<file path="config.mk">
export PLATFORM = sky130hd
export DESIGN_NAME = fu_sequencer
export DESIGN_NICKNAME = d
export VERILOG_FILES = /design/src/rtl/fu_sequencer.sv
export SDC_FILE = /design/constraint.sdc
export NUM_CORES = 1
export LEC_CHECK = 0
export CAP_MARGIN = 20
export CORE_ASPECT_RATIO = 0.6
export CORE_MARGIN = 4
export CORE_UTILIZATION = 50
export CTS_CLUSTER_DIAMETER = 100
export CTS_CLUSTER_SIZE = 20
export DETAILED_ROUTE_END_ITERATION = 12
export PLACE_DENSITY_LB_ADDON = 0.08
export SYNTH_ARGS = -nofsm -noshare
export SYNTH_HDL_FRONTEND = slang
export SYNTH_SLANG_ARGS = --single-unit
</file>
<file path="constraint.sdc">
create_clock -name clk -period 2 [get_ports clk]
set_input_delay 0.2 -clock clk [delete_from_list [all_inputs] [get_ports clk]]
set_output_delay 0.2 -clock clk [all_outputs]
set_load 0.02 [all_outputs]
</file>
<file path="src/rtl/fu_sequencer.sv">
// Command sequencer for the 4-bit function unit: register file, load/operate issue, writeback.
// Optional zero flag is built only when FU_SEQ_ZFLAG_EN is defined.
module fu_sequencer #(
  parameter int unsigned FU_LAT = 1
) (
  input  logic       clk,
  input  logic       rst,
  input  logic       cmd_valid,
  output logic       cmd_ready,
  input  logic       cmd_ld,
  input  logic [3:0] cmd_op,
  input  logic [1:0] cmd_ra,
  input  logic [1:0] cmd_rb,
  input  logic [1:0] cmd_rd,
  input  logic [3:0] cmd_imm,
  output logic [3:0] fu_a,
  output logic [3:0] fu_b,
  output logic [3:0] fu_sel,
  input  logic [3:0] fu_f_out,
  output logic       res_valid,
  output logic [3:0] res_data,
  output logic [1:0] res_rd,
  output logic       busy,
  output logic       z_flag
);

  localparam logic [0:0] IDLE = 1'b0;
  localparam logic [0:0] EXEC = 1'b1;
  localparam logic [2:0] LAT  = 3'(FU_LAT);

  logic [0:0] state;
  logic [2:0] cnt;
  logic [3:0] regs [4];
  logic [1:0] rd_q;

  logic       accept;
  logic       op_done;
  logic       wb_en;
  logic [3:0] wb_data;
  logic [1:0] wb_rd;

  assign cmd_ready = (state == IDLE);
  assign accept    = cmd_valid && cmd_ready;
  assign op_done   = (state == EXEC) && (cnt == 3'd0);

  // Load and operate writebacks never coincide: loads only land in IDLE
  assign wb_en   = (accept && cmd_ld) || op_done;
  assign wb_data = op_done ? fu_f_out : cmd_imm;
  assign wb_rd   = op_done ? rd_q : cmd_rd;

  always_ff @(posedge clk or posedge rst) begin
    if (rst) begin
      state     <= IDLE;
      cnt       <= 3'd0;
      rd_q      <= 2'd0;
      fu_a      <= 4'd0;
      fu_b      <= 4'd0;
      fu_sel    <= 4'd0;
      res_valid <= 1'b0;
      res_data  <= 4'd0;
      res_rd    <= 2'd0;
      busy      <= 1'b0;
      for (int i = 0; i < 4; i++) regs[i] <= 4'd0;
    end else begin
      res_valid <= 1'b0;
      if (wb_en) begin
        regs[wb_rd] <= wb_data;
        res_valid   <= 1'b1;
        res_data    <= wb_data;
        res_rd      <= wb_rd;
      end
      if (state == IDLE) begin
        if (accept && !cmd_ld) begin
          fu_a   <= regs[cmd_ra];
          fu_b   <= regs[cmd_rb];
          fu_sel <= cmd_op;
          rd_q   <= cmd_rd;
          cnt    <= LAT;
          state  <= EXEC;
          busy   <= 1'b1;
        end
      end else if (cnt != 3'd0) begin
        cnt <= cnt - 3'd1;
      end else begin
        state <= IDLE;
        busy  <= 1'b0;
      end
    end
  end

`ifdef FU_SEQ_ZFLAG_EN
  always_ff @(posedge clk or posedge rst) begin
    if (rst) begin
      z_flag <= 1'b0;
    end else if (wb_en) begin
      z_flag <= (wb_data == 4'h0);
    end
  end
`else
  assign z_flag = 1'b0;
`endif

endmodule
</file>
==> impl_metrics.ini <==
[run_status]
status = finished, final reports clean

[timing]
tns_ns = 0
max_freq_mhz = 534.4
finalCritPeriodShare = 0.9357
setup_viol = 0
hold_viol_final = 0
slew_headroom = 0.6571
grt_setup_unrepaired = no
tightest_slew_ns = 0.5144
setup_slack_ns = 0.1287
drv_slew = 0
period_needed_ns = 1.871
skew_ns = 0.007146

[clocking]
clk_latency_ns = 0.30
postCtsHoldBufs = 0
cts_setup_buffers = 0
cts.clk_slew.worst_paths_ns = 0.08
cts_tree = built
cts_buffers = 5
clock_sinks = 42
htree_levels = 2
clock-root-buffer = clkbuf_8
clk_path_buf_depth = 2

[final_layout]
stdcell_count = 226
fill_cells = 256
drive_gt1_frac = 0.3799
nNetsFinal = 202
num_antenna_cells = 0
final_core_utilization = 0.6904
fin_area_sq_mm = 0.002570
ff_latch_area_sq_mm = 0.001051
multiInputGateArea_sq_um = 877.1
syn_to_final_growth_pct = 30.33
layout_common_cells = dfrtp_1 (42), clkdlybuf4s50_1 (42), mux2_2 (40)

[worst_setup_path]
cp.arrival_ns = 2.06
cp_max_fo = 8
crit_type = reg2reg
endpoint_kind = flop
critPathRequiredTime_ns = 2.18
startpoint_type = flop

[detailed_routing]
wl_per_cell_um = 17.29
firstDrtPassIters = 5
via_per_inst = 5.504
drtAntennaViolNets = 0
route.vias.total = 1244
wl_um = 3907
dr.first_iter.drc_count = 43
drc_errors = 0

[place]
portBuffers = 42
gp_congestion = 0.7568
placed_cells = 218
post-place-ws_ns = -0.0006697
placed_area_sq_mm = 0.002450
dp_hpwl_um = 3011

[grt]
use_met2 = 0.2812
antenna_found_initial = 0
grt_busiest_layer = met2
use_met1 = 0.2314
gr-total-overflow = 0
grt_pass1_vias = 1348
grt_util_met3 = 0.06305
grt_pass1_wl_um = 6575
grt.total_usage = 0.1761
grt_max_degree = 43

[pwr]
ir_drop_uv = 1013
p_per_area_mw_per_mm2 = 1554
power.leakage_uw = 0.001099

[synth]
ys_seq_elements = 42
synth_nets = 153
synthesis.area_sq_mm = 0.001972
yosys-top-cells-area = dfrtp_1 (53%), mux2_2 (23%), mux4_2 (9.1%)
syn-instance-count = 129
ys_types = 28
synth.largest_area_cell = dfrtp_1
ys_seq_area_frac = 0.5330
yosysWarnings = 0
yosys.area.top_type_share = 0.5330
syn_avg_cell_area_sq_um = 15.29

[floorplanning]
pin_count = 44
die_w_um = 89.08
start_util = 0.5297
core_area_sq_mm = 0.003722
rows = 17
die_area_sq_mm = 0.005046
fp.dieH_um = 56.65

[run]
cap_viol_max_count = 0

[min_path]
min_path_type = in2async
## cell families (layout without fill, tap and decap cells)
group / count (synthesis) / in the layout / synth area share
buffers and inverters: 10 / 60 / 0.02728
flip-flops: 42 / 42 / 0.5330
multiplexers: 48 / 48 / 0.3198
AND/OR/NAND/NOR: 15 / 15 / 0.05457
adder cells (fa/ha/maj): 2 / 2 / 0.01269
other: 1 / 1 / 0.001902
AO/OA/AOI/OAI: 11 / 11 / 0.05076
## cells in the mapped netlist
cell,number
nand4b_1,1
nand3_1,1
buf_4,2
nand2_1,5
a22oi_2,1
buf_2,1
nand2b_1,2
and3b_1,1
a211oi_2,1
o21a_1,1
mux2_2,40
buf_6,1
nor3b_4,1
mux4_2,8
o22ai_2,1
dfrtp_1,42
and3_1,1
a21bo_2,1
a21boi_1,1
and4bb_2,1
inv_1,6
a21o_1,2
nand3_2,1
conb_1,1
o22ai_1,2
ha_1,2
o211a_1,1
nand2_2,1
## critical path, cell delays in order (launching register included)
cell and delay (ns):
dfrtp_1 0.33, inv_1 0.06, ha_1 0.20, ha_2 0.22, and3_1 0.24, o22ai_2 0.35
mux2_2 0.38
## per-layer routing
metal / part of all wire / routed length, um / vias up
met4: 0.0074 / 29 / 0
met3: 0.048 / 187 / 5
met2: 0.49 / 1895 / 24
met1: 0.46 / 1794 / 640
li1: - / - / 575
met5: 0 / 0 / -
## power by group
part | total (uW) | internal, uW | leakage, uW | switching (uW)
Combinational | 1770 | 1010 | 0.000546 | 759
Clock | 658 | 372 | 0.0000514 | 285
Sequential | 1570 | 1280 | 0.000502 | 287
Total | 3990 | 2660 | 0.00110 | 1330
## area by class of cell
type	instances	share of cell area
inverters	6	0.008763
clock inverters	2	0.01461
multi-input cells	77	0.3413
repair buffers	46	0.1753
flip-flops and latches	42	0.4090
well taps	47	0.02288
clock buffers	6	0.02824
## state kept, by name, indices dropped and copies added (netlist names)
register   flops
rd_q           2
busy           1
res_valid      1
cnt            3
regs          16
fu_sel         4
res_rd         2
fu_a           4
fu_b           4
res_data       4
state          1
## through the flow
stage | power, uW | hold slack (ns)
6_report | 3993 | 0.3300
2_1_floorplan | 2661 | 0.3516
4_1_cts | 4033 | 0.3513
3_3_place_gp | 3282 | 0.4611
5_1_grt | 4247 | 0.3842
3_5_place_dp | 3358 | 0.4793
## worst paths after layout
path                                  end       from  slack, ns  depth (start not counted)
worst min-delay path              fu_b[2]        rst       0.33                          3
worst max-delay path              regs[9]     cnt[0]       0.13                          6
min in group clk                res_rd[1]  res_rd[1]       0.49                          1
max in group asynchronous       res_rd[0]        rst       1.31                          3
worst max register to register    regs[9]     cnt[0]       0.13                          6
worst min register to register  res_rd[1]  res_rd[1]       0.49                          1
## what timing repair did
action	CTS	global route
pin swaps	0	2
gates resized for setup	1	1
endpoints found under the setup margin	2	18
Power figures use the tool's default switching activity.
